### src/rtl/dcpu16_pkg.sv
// Shared definitions for the DCPU16 memory arbiter: FSM encoding and
// timeout defaults.
package dcpu16_pkg;

  typedef enum logic [1:0] {
    ST_IDLE = 2'd0,
    ST_FBUS = 2'd1,
    ST_GBUS = 2'd2,
    ST_GAP  = 2'd3
  } marb_state_t;

  localparam int unsigned TMO_DEFAULT = 255;
  localparam int          CNT_W       = 8;

  // A rendezvous ends when every port is either idle or already acknowledged.
  function automatic logic release_ok(input logic f_stb, input logic f_ack,
                                      input logic g_stb, input logic g_ack);
    return ~(f_stb ^ f_ack) & ~(g_stb ^ g_ack);
  endfunction

endpackage

### src/rtl/dcpu16_marb.sv
// Two-port (F read/write, G read-only) arbiter onto a single memory master
// port, with per-access timeout and a sticky timeout flag.
module dcpu16_marb
  import dcpu16_pkg::*;
#(
  parameter int unsigned TMO = TMO_DEFAULT
) (
  input  logic        clk,
  input  logic        rst,
  input  logic [15:0] f_adr,
  input  logic        f_stb,
  input  logic        f_wre,
  input  logic [15:0] f_dto,
  output logic [15:0] f_dti,
  output logic        f_ack,
  input  logic [15:0] g_adr,
  input  logic        g_stb,
  output logic [15:0] g_dti,
  output logic        g_ack,
  output logic [15:0] m_adr,
  output logic        m_stb,
  output logic        m_wre,
  output logic [15:0] m_dto,
  input  logic [15:0] m_dti,
  input  logic        m_ack,
  output logic        tmo
);

  localparam logic [CNT_W-1:0] TMO_LIM = TMO[CNT_W-1:0];
  localparam logic [CNT_W-1:0] CNT_ONE = {{(CNT_W-1){1'b0}}, 1'b1};

  marb_state_t      state;
  marb_state_t      state_next;
  logic [CNT_W-1:0] tmo_cnt;
  logic [CNT_W-1:0] cnt_inc;
  logic             f_done;
  logic             g_done;
  logic             f_pend;
  logic             g_pend;
  logic             release_cyc;
  logic             in_bus;
  logic             hit_ack;
  logic             hit_tmo;
  logic             fin_f;
  logic             fin_g;
  logic             start_f;
  logic             start_g;

  always_comb begin
    f_pend      = f_stb & ~f_ack & ~f_done;
    g_pend      = g_stb & ~g_ack & ~g_done;
    release_cyc = release_ok(f_stb, f_ack, g_stb, g_ack);
    in_bus      = (state == ST_FBUS) || (state == ST_GBUS);
    cnt_inc     = tmo_cnt + CNT_ONE;
    // m_ack wins over a timeout that expires in the same cycle
    hit_ack     = in_bus & m_ack;
    hit_tmo     = in_bus & ~m_ack & (cnt_inc == TMO_LIM);
    fin_f       = (state == ST_FBUS) & (hit_ack | hit_tmo);
    fin_g       = (state == ST_GBUS) & (hit_ack | hit_tmo);
    start_f     = 1'b0;
    start_g     = 1'b0;
    state_next  = state;
    case (state)
      ST_IDLE: begin
        if (f_pend) begin
          state_next = ST_FBUS;
          start_f    = 1'b1;
        end else if (g_pend) begin
          state_next = ST_GBUS;
          start_g    = 1'b1;
        end
      end
      ST_FBUS, ST_GBUS: begin
        if (hit_ack | hit_tmo) state_next = ST_GAP;
      end
      ST_GAP:  state_next = ST_IDLE;
      default: state_next = ST_IDLE;
    endcase
  end

  always_ff @(posedge clk) begin
    if (!rst) begin
      state   <= ST_IDLE;
      tmo_cnt <= '0;
      m_adr   <= 16'h0000;
      m_stb   <= 1'b0;
      m_wre   <= 1'b0;
      m_dto   <= 16'h0000;
      tmo     <= 1'b0;
    end else begin
      state <= state_next;
      if (start_f) begin
        m_adr   <= f_adr;
        m_stb   <= 1'b1;
        m_wre   <= f_wre;
        m_dto   <= f_dto;
        tmo_cnt <= '0;
      end else if (start_g) begin
        m_adr   <= g_adr;
        m_stb   <= 1'b1;
        m_wre   <= 1'b0;
        m_dto   <= f_dto;
        tmo_cnt <= '0;
      end else if (in_bus) begin
        if (hit_ack | hit_tmo) begin
          m_stb <= 1'b0;
          m_wre <= 1'b0;
        end else begin
          tmo_cnt <= cnt_inc;
        end
      end
      if (hit_tmo) tmo <= 1'b1;
    end
  end

  // F port handshake: ack only raised while the master still requests
  always_ff @(posedge clk) begin
    if (!rst) begin
      f_ack  <= 1'b0;
      f_done <= 1'b0;
      f_dti  <= 16'h0000;
    end else if (fin_f) begin
      f_ack  <= f_stb;
      f_done <= f_stb;
      if (hit_tmo)    f_dti <= 16'hFFFF;
      else if (m_wre) f_dti <= 16'h0000;
      else            f_dti <= m_dti;
    end else if (release_cyc || !f_stb) begin
      f_ack  <= 1'b0;
      f_done <= 1'b0;
    end
  end

  always_ff @(posedge clk) begin
    if (!rst) begin
      g_ack  <= 1'b0;
      g_done <= 1'b0;
      g_dti  <= 16'h0000;
    end else if (fin_g) begin
      g_ack  <= g_stb;
      g_done <= g_stb;
      g_dti  <= hit_tmo ? 16'hFFFF : m_dti;
    end else if (release_cyc || !g_stb) begin
      g_ack  <= 1'b0;
      g_done <= 1'b0;
    end
  end

endmodule

### config.mk
export PLATFORM = sky130hd
export DESIGN_NAME = dcpu16_marb
export DESIGN_NICKNAME = d
export VERILOG_FILES = /design/src/rtl/dcpu16_pkg.sv /design/src/rtl/dcpu16_marb.sv
export SDC_FILE = /design/constraint.sdc
export NUM_CORES = 1
export LEC_CHECK = 0
export CORE_MARGIN = 5
export CORE_UTILIZATION = 46
export CTS_CLUSTER_SIZE = 28
export DETAILED_ROUTE_END_ITERATION = 8
export GPL_ROUTABILITY_DRIVEN = 0
export PLACE_DENSITY_LB_ADDON = 0.1
export SLEW_MARGIN = 20
export SYNTH_ARGS = -nofsm -noshare
export SYNTH_HDL_FRONTEND = slang
export SYNTH_SLANG_ARGS = --single-unit
### constraint.sdc
create_clock -name clk -period 5 [get_ports clk]
set_input_delay 1.5 -clock clk [delete_from_list [all_inputs] [get_ports clk]]
set_output_delay 1.5 -clock clk [all_outputs]
set_load 0.02 [all_outputs]
==> flow_metrics.env, run 1 <==
export IMPL_synth_compound_area_share=0.271
export IMPL_cts_sinks=79
export IMPL_nets=625
export IMPL_initial_utilization=0.471
export IMPL_syn_area_per_cell_um2=8.49
export IMPL_grt_max_degree=51
export IMPL_synth_edf_count=0
export IMPL_clk_pin_slew_ns=0.08
export IMPL_pre_cts_slack_ns=0.925
export IMPL_vias_per_cell=5.44
export IMPL_antenna_found_initial=0
export IMPL_wl_mm=10.4
export IMPL_grt_first_pass_wirelength_mm=16.7
export IMPL_num_rows=32
export IMPL_drive_gt1_frac=0.0562
export IMPL_io_buffer_count=138
export IMPL_fin_worst_skew_ns=0.00893
export IMPL_critPathKind="input port to flop"
export IMPL_path_max_fanout=49
export IMPL_max_clock_freq_mhz=270
export IMPL_dp_hpwl_mm=7.39
export IMPL_setup_violations=0
export IMPL_synthArstFlopShare=0
export IMPL_ys_warn_count=0
export IMPL_wl_per_cell_um=15.9
export IMPL_regArea_um2=1580
export IMPL_postCtsSetupBuffers=0
export IMPL_die_w_um=98.8
export IMPL_yosys_mux_area_fraction=0.0110
export IMPL_drv_slew=0
export IMPL_netlist_area_um2=3620
export IMPL_finalCritPeriodShare=0.742
export IMPL_drc=0
export IMPL_synth_cells=427
export IMPL_cts_buffer_depth=2
export IMPL_grt_overflow=0
export IMPL_rsz0062_at_grt="no"
export IMPL_yosysUniqueCellTypes=44
export IMPL_leakage_nw=2.01
export IMPL_placedCellCount=639
export IMPL_pin_count=139
export IMPL_synthAdderAreaFrac=0.0242
export IMPL_required_ns=5.23
export IMPL_cts_buffers=9
export IMPL_slew_headroom=0.338
export IMPL_synthesis_nets=504
export IMPL_n_antenna_cell=0
export IMPL_ys_seq_area_frac=0.436
export IMPL_min_period_ns=3.71
export IMPL_tritoncts="done"
export IMPL_yosys_top_cells_area="dfxtp_1, nand3_1, nand2_1"
export IMPL_drt_pass1_iter_count=4
export IMPL_fillers=662
export IMPL_status="complete, no violations"
export IMPL_synth_top_area_cell="dfxtp_1"
export IMPL_yosysMostFrequentCell="dfxtp_1"
export IMPL_synth_top_flop_cell="dfxtp_1"
export IMPL_worstMarginPinSlew_ns=0.991
export IMPL_synthToLayoutAreaGrowth_pct=44.2
export IMPL_drv_cap=0
export IMPL_ys_seq_elements=79
export IMPL_holdWs_ns=0.458
export IMPL_synthSimpleGateAreaFrac=0.189
export IMPL_irDropWorstVdd_mv=0.287
export IMPL_htreeDepth=3
export IMPL_vias=3560
export IMPL_finalSetupTns_ns=0
export IMPL_track_usage=0.207
export IMPL_synth_top_family_by_area="compound AO/OA/AOI/OAI gates"
export IMPL_worst_setup_path_start_kind="input port"
export IMPL_hp_class="flop to flop"
export IMPL_synth_top_area_frac=0.436
export IMPL_final_cells=654
export IMPL_arrival_ns=3.94
export IMPL_clk_latency_ns=0.34
export IMPL_multi_input_comb_area_um2=1830
export IMPL_die_area_um2=9750
export IMPL_clock_root_buffer="clkbuf_8"
export IMPL_cts_resized=0
export IMPL_die_h_um=98.8
export IMPL_postRouteAntennaNets=0
export IMPL_cp_end_kind="flop"
export IMPL_total_power_mw=2.36
export IMPL_fin_ws_ns=1.29
export IMPL_synthXorXnorAreaFrac=0.00967
export IMPL_synth_common_cells="dfxtp_1, nand2_1, nand3_1"
export IMPL_grt_pass1_vias=3489
export IMPL_ctsHoldBuffers=0
export IMPL_drt_initial_drc_count=133
export IMPL_finalHoldViolCount=0
export IMPL_pwr_density_cell_nw_per_um2=452
export IMPL_design_core_area_um2=7690
==> worst max-delay path: stages <==
cell	delay (ns)
clkdlybuf4s50_1	0.51
ha_1	0.43
buf_4	0.25
nor2_1	0.10
nor2b_4	0.78
nand3_1	0.17
o211a_1	0.18
==> path summary, 6_finish.rpt <==
| kind | startpoint | to | slack, ns | depth (start not counted) |
|---|---|---|---|---|
| setup / recovery | f_stb | m_adr[14] | 1.29 | 7 |
| hold reg to reg | m_stb | m_stb | 0.46 | 2 |
| hold / removal | m_stb | m_stb | 0.46 | 2 |
| setup reg to reg | state[1] | m_adr[14] | 2.48 | 5 |
==> flip-flops by register name, indices dropped and copies added (netlist names), 2 cells and up <==
register	cells
f_dti	16
g_dti	16
m_adr	16
m_dto	16
tmo_cnt	8
state	2
==> final cells by class <==
cell class                      count  share of cell area
Clock buffer                       12              0.0297
Clock inverter                      3             0.00814
Inverter                           23              0.0165
Multi-Input combinational cell    294               0.351
Sequential cell                    79               0.303
Tap cell                          102              0.0244
Timing Repair Buffer              141               0.268
==> where the power goes <==
part / internal, mW / switching, mW / leakage [nW] / total, mW
sequential: 0.741 / 0.0730 / 0.645 / 0.815
combinational: 0.444 / 0.622 / 1.26 / 1.07
clock: 0.255 / 0.225 / 0.0985 / 0.480
==> per-stage QoR <==
step,utilization,area [µm²]
final,0.680,5230
after CTS,0.680,5230
after floorplan,-,3620
after detailed placement,0.654,5030
after global placement,0.654,5030
after global routing,0.680,5230
==> logic make-up (layout without fill, tap and decap cells) <==
logic type,Yosys count,count (layout)
compound gates,138,138
xor+xnor,4,4
fa+ha+maj,7,7
buf+inv,54,179
flops,79,79
mux,4,4
simple gates,141,141
==> metal layers <==
layer	wire (µm)	part of all wire	track usage
met5	0	0	0
met4	144	0.014	0.0767
met3	890	0.086	0.0835
met2	5020	0.48	0.344
met1	4340	0.42	0.239
==> placed cells by master, fill, tap and decap left out, types with 2 or more instances in the layout <==
cell	n
a21boi_0	16
or2_2	3
nand3_1	43
nand4_1	2
buf_4	3
clkdlybuf4s50_1	137
nor2b_1	2
nor3_1	4
xnor2_1	2
ha_1	7
xor2_1	2
a211oi_1	3
inv_1	23
dfxtp_1	79
nor2_1	5
o221ai_1	16
o21a_1	18
nand2_1	57
clkbuf_8	11
a21oi_1	35
o221a_2	2
mux2i_1	4
o21ai_0	21
nand2b_1	17
o211a_1	17
(Power assumes the default switching activity.)
==> run 2, diff against run 1 <==
--- a/config.mk
+++ b/config.mk
@@ -6,7 +6,7 @@
 export NUM_CORES = 1
 export LEC_CHECK = 0
 export CORE_MARGIN = 5
-export CORE_UTILIZATION = 46
+export CORE_UTILIZATION = 40
 export CTS_CLUSTER_SIZE = 28
 export DETAILED_ROUTE_END_ITERATION = 8
 export GPL_ROUTABILITY_DRIVEN = 0
==> constraint.sdc (replaced) <==
create_clock -name clk -period 3.1 [get_ports clk]
set_input_delay 0.93 -clock clk [delete_from_list [all_inputs] [get_ports clk]]
set_output_delay 0.93 -clock clk [all_outputs]
set_load 0.02 [all_outputs]
==> flow_metrics.env, run 2 (synthesized netlist as in run 1, its figures left out) <==
export IMPL_status="complete, no violations"
export IMPL_pin_count=139
export IMPL_clock_root_buffer="clkbuf_8"
export IMPL_dp_hpwl_mm=7.49
export IMPL_hp_class="flop to flop"
export IMPL_required_ns=3.29
export IMPL_design_core_area_um2=8760
export IMPL_wl_per_cell_um=15.3
export IMPL_track_usage=0.186
export IMPL_fillers=772
export IMPL_cts_resized=0
export IMPL_final_cell_mix="clkdlybuf4s50_1, dfxtp_1, nand2_1"
export IMPL_layout_commonest_cell="clkdlybuf4s50_1"
export IMPL_synthToLayoutAreaGrowth_pct=46.7
export IMPL_grt_max_degree=49
export IMPL_cp_end_kind="flop"
export IMPL_worstMarginPinSlew_ns=0.898
export IMPL_wl_mm=10.2
export IMPL_io_buffer_count=138
export IMPL_cts_buffer_depth=2
export IMPL_setup_violations=0
export IMPL_cts_buffers=9
export IMPL_arrival_ns=2.73
export IMPL_cts_sinks=79
export IMPL_grt_first_pass_wirelength_mm=17.1
export IMPL_die_h_um=105
export IMPL_rsz0062_at_grt="no"
export IMPL_vias=3441
export IMPL_initial_utilization=0.413
export IMPL_total_power_mw=3.88
export IMPL_min_period_ns=2.53
export IMPL_irDropWorstVdd_mv=0.398
export IMPL_drt_initial_drc_count=129
export IMPL_path_max_fanout=18
export IMPL_grt_overflow=0
export IMPL_tritoncts="done"
export IMPL_postRouteAntennaNets=0
export IMPL_max_clock_freq_mhz=395
export IMPL_worst_setup_path_start_kind="input port"
export IMPL_nets=633
export IMPL_finalSetupTns_ns=0
export IMPL_critPathKind="input port to flop"
export IMPL_drv_cap=0
export IMPL_drt_pass1_iter_count=4
export IMPL_leakage_nw=2.05
export IMPL_drv_slew=0
export IMPL_path_cells="clkdlybuf4s50_1, nand2b_1, nor4_2, buf_4, a21oi_2, o21ai_0"
export IMPL_grt_pass1_vias=3461
export IMPL_vias_per_cell=5.14
export IMPL_clk_pin_slew_ns=0.08
export IMPL_pwr_density_cell_nw_per_um2=731
export IMPL_postCtsSetupBuffers=0
export IMPL_n_antenna_cell=0
export IMPL_drc=0
export IMPL_antenna_found_initial=1
export IMPL_slew_headroom=0.401
export IMPL_die_w_um=105
export IMPL_drive_gt1_frac=0.0731
export IMPL_cp_slowest_cell="a21oi_2"
export IMPL_fin_worst_skew_ns=0.00950
export IMPL_finalHoldViolCount=0
export IMPL_clk_latency_ns=0.34
export IMPL_die_area_um2=11100
export IMPL_num_rows=34
export IMPL_ctsHoldBuffers=0
export IMPL_htreeDepth=3
export IMPL_critical_path_max_stage_delay_ns=0.71
export IMPL_finalCritPeriodShare=0.817
==> run 2: changes by cell type in the layout (fill, tap and decap cells not counted), sizes merged <==
cell | previous run | this run
buf | 4 | 12
clkbuf | 12 | 10
clkinvlp | 1 | 2
inv | 23 | 25
==> run 2: routing by layer <==
layer  part of all wire  track usage  wire (µm)  vias up
met4             0.0067       0.0539         68        2
li1                   -            -          -     1770
met5            0.00069            0          7        -
met1               0.44        0.231       4460     1562
met3              0.089       0.0777        910        6
met2               0.47        0.297       4760      101
==> run 2: report_power, final <==
| part | switching (mW) | internal [mW] |
|---|---|---|
| clock | 0.392 | 0.399 |
| combinational | 1.02 | 0.771 |
| sequential | 0.106 | 1.20 |
| total | 1.52 | 2.37 |
==> run 2: metrics by stage <==
stage          instances  setup WS, ns   util  area [µm²]  hold WS [ns]
5_1_grt              669         0.434  0.606        5310         0.478
2_1_floorplan        427         0.840      -        3620         0.478
3_5_place_dp         653         0.210  0.583        5110         0.454
3_3_place_gp         653         0.288  0.583        5110         0.447
6_report             669         0.566  0.606        5310         0.461
4_1_cts              669         0.579  0.606        5310         0.467
==> run 2: cell type report <==
cell class | count | area, µm² | area share
Timing Repair Buffer | 149 | 1470 | 0.277
Inverter | 23 | 86.3 | 0.0162
Clock buffer | 10 | 138 | 0.0259
Sequential cell | 79 | 1580 | 0.298
Tap cell | 108 | 135 | 0.0254
Clock inverter | 6 | 67.6 | 0.0127
Multi-Input combinational cell | 294 | 1830 | 0.345
==> run 2: worst paths after layout <==
check	start	to	slack (ns)	cells after the start
worst max-delay path	m_ack	f_done	0.57	6
worst min-delay path	m_dto[12]	m_dto[12]	0.46	2
worst max register to register	tmo_cnt[1]	f_done	0.83	6
worst min register to register	m_dto[12]	m_dto[12]	0.46	2
==> run 2: critical path: cells and delay by family <==
family                 cells  cell delay (ns)
AO/OA/AOI/OAI              2             0.92
buffers and inverters      2             0.66
AND/OR/NAND/NOR            2             0.22
==> run 3, diff against run 2 <==
==> constraint.sdc (replaced) <==
create_clock -name clk -period 2.09 [get_ports clk]
set_input_delay 0.627 -clock clk [delete_from_list [all_inputs] [get_ports clk]]
set_output_delay 0.627 -clock clk [all_outputs]
set_load 0.02 [all_outputs]
==> flow_metrics.env, run 3 (synthesized netlist as in run 1, its figures left out) <==
export IMPL_worst_setup_path_start_kind="input port"
export IMPL_die_h_um=105
export IMPL_swShare=0.380
export IMPL_slew_headroom=0.620
export IMPL_leakage_nw=2.20
export IMPL_vias_per_cell=5.18
export IMPL_crit_end="tmo_cnt[4]"
export IMPL_io_buffer_count=138
export IMPL_n_antenna_cell=0
export IMPL_postRouteAntennaNets=0
export IMPL_num_rows=34
export IMPL_htreeDepth=3
export IMPL_pwr_density_cell_nw_per_um2=1090
export IMPL_worst_r2r_cell_count=7
export IMPL_path_cells="clkdlybuf4s50_1, nand2b_1, nor4_1, a311o_2, o2111a_1, mux2i_1"
export IMPL_critPathKind="input port to flop"
export IMPL_clockPowerShare=0.202
export IMPL_clk_pin_slew_ns=0.08
export IMPL_die_area_um2=11100
export IMPL_clk_latency_ns=0.34
export IMPL_hp_class="flop to flop"
export IMPL_critical_path_max_stage_delay_ns=0.53
export IMPL_cp_end_kind="flop"
export IMPL_design_core_area_um2=8760
export IMPL_drive_gt1_frac=0.108
export IMPL_status="complete, no violations"
export IMPL_pin_count=139
export IMPL_worstHoldStart="m_dto[11]"
export IMPL_finalHoldViolCount=0
export IMPL_comb_power_share=0.478
export IMPL_worstMarginPinSlew_ns=0.570
export IMPL_drv_cap=0
export IMPL_worstReg2RegStart="state[0]"
export IMPL_final_cell_mix="clkdlybuf4s50_1, dfxtp_1, nand2_1"
export IMPL_grt_pass1_vias=3577
export IMPL_finalSetupTns_ns=0
export IMPL_total_power_mw=6.06
export IMPL_arrival_ns=2.24
export IMPL_initial_utilization=0.413
export IMPL_path_buf_inv=1
export IMPL_final_cells=691
export IMPL_cp_slowest_cell="clkdlybuf4s50_1"
export IMPL_reg2reg_to="tmo_cnt[4]"
export IMPL_path_max_fanout=6
export IMPL_max_clock_freq_mhz=499
export IMPL_p_switching_mw=2.30
export IMPL_fillers=770
export IMPL_ff2ff_setup_slack_ns=0.12
export IMPL_wl_per_cell_um=15.5
export IMPL_startpoint="m_ack"
export IMPL_grt_first_pass_wirelength_mm=17.7
export IMPL_cp_depth=6
export IMPL_placedCellCount=672
export IMPL_power_frac_seq=0.320
export IMPL_synthToLayoutAreaGrowth_pct=52.7
export IMPL_wl_mm=10.7
export IMPL_fin_worst_skew_ns=0.00622
export IMPL_drt_pass1_iter_count=5
export IMPL_grt_overflow=0
export IMPL_vias=3578
export IMPL_cts_sinks=79
export IMPL_die_w_um=105
export IMPL_drt_initial_drc_count=171
export IMPL_nets=656
export IMPL_drv_slew=0
export IMPL_tritoncts="done"
export IMPL_p_int_mw=3.76
export IMPL_min_period_ns=2.00
export IMPL_regArea_um2=1580
export IMPL_setup_violations=0
export IMPL_cts_buffers=9
export IMPL_track_usage=0.193
export IMPL_drc=0
export IMPL_required_ns=2.32
export IMPL_clock_root_buffer="clkbuf_8"
export IMPL_cts_buffer_depth=2
export IMPL_antenna_found_initial=0
export IMPL_finalCritPeriodShare=0.959
export IMPL_final_core_util=0.631
export IMPL_layout_commonest_cell="clkdlybuf4s50_1"
export IMPL_grt_max_degree=39
export IMPL_multi_input_comb_area_um2=1850
export IMPL_dp_hpwl_mm=7.69
export IMPL_irDropWorstVdd_mv=0.589
export IMPL_crit_family="compound AO/OA/AOI/OAI gates"
run 3: power groups by stage:
stage          clock network, mW  registers [mW]  logic, mW
6_report                    1.23            1.94       2.89
3_3_place_gp                   0            1.95       2.83
5_1_grt                     1.33            1.97       3.18
4_1_cts                     1.26            1.94       2.89
2_1_floorplan                  0            2.23       1.38
3_5_place_dp                   0            1.97       2.86
run 3: worst min-delay path by stage:
stage                       to  slack [ns]  cells past startpoint
floorplan           tmo_cnt[6]        0.48                      2
global placement     g_dti[11]        0.45                      2
detailed placement   g_dti[13]        0.46                      2
CTS                  m_dto[11]        0.47                      2
global route          m_dto[3]        0.48                      2
finish               m_dto[11]        0.46                      2
run 3: final cells by class:
type | instances | area share
clock buffers | 9 | 0.0224
flip-flops and latches | 79 | 0.286
well taps | 108 | 0.0244
clock inverters | 6 | 0.0156
inverters | 23 | 0.0156
multi-input cells | 294 | 0.334
repair buffers | 172 | 0.302
run 3: timing repair:
item | CTS | global route
hold buffers | 0 | 0
setup buffers | 0 | 4
pin swaps | 1 | 3
gates cloned | 0 | 0
gates resized for setup | 2 | 0
endpoints found under the setup margin | 18 | 38
run 3: tightest hold or removal path, stage by stage (launching register included):
cell	delay, ns
dfxtp_1	0.31
nand2_1	0.05
a21boi_0	0.06
run 3: metrics by stage:
| stage | worst slack, ns | hold slack (ns) | instance area [µm²] |
|---|---|---|---|
| after floorplan | 0.127 | 0.478 | 3620 |
| after global placement | -0.378 | 0.446 | 5280 |
| after detailed placement | -0.412 | 0.455 | 5280 |
| after CTS | 0.0201 | 0.467 | 5500 |
| after global routing | -0.0108 | 0.484 | 5530 |
| final | 0.0855 | 0.465 | 5530 |
run 3: metal layers:
metal  global-route usage  wire length, µm
met1                0.234             4610
met2                0.308             4990
met3               0.0943              991
met5                    0                0
met4               0.0438              110
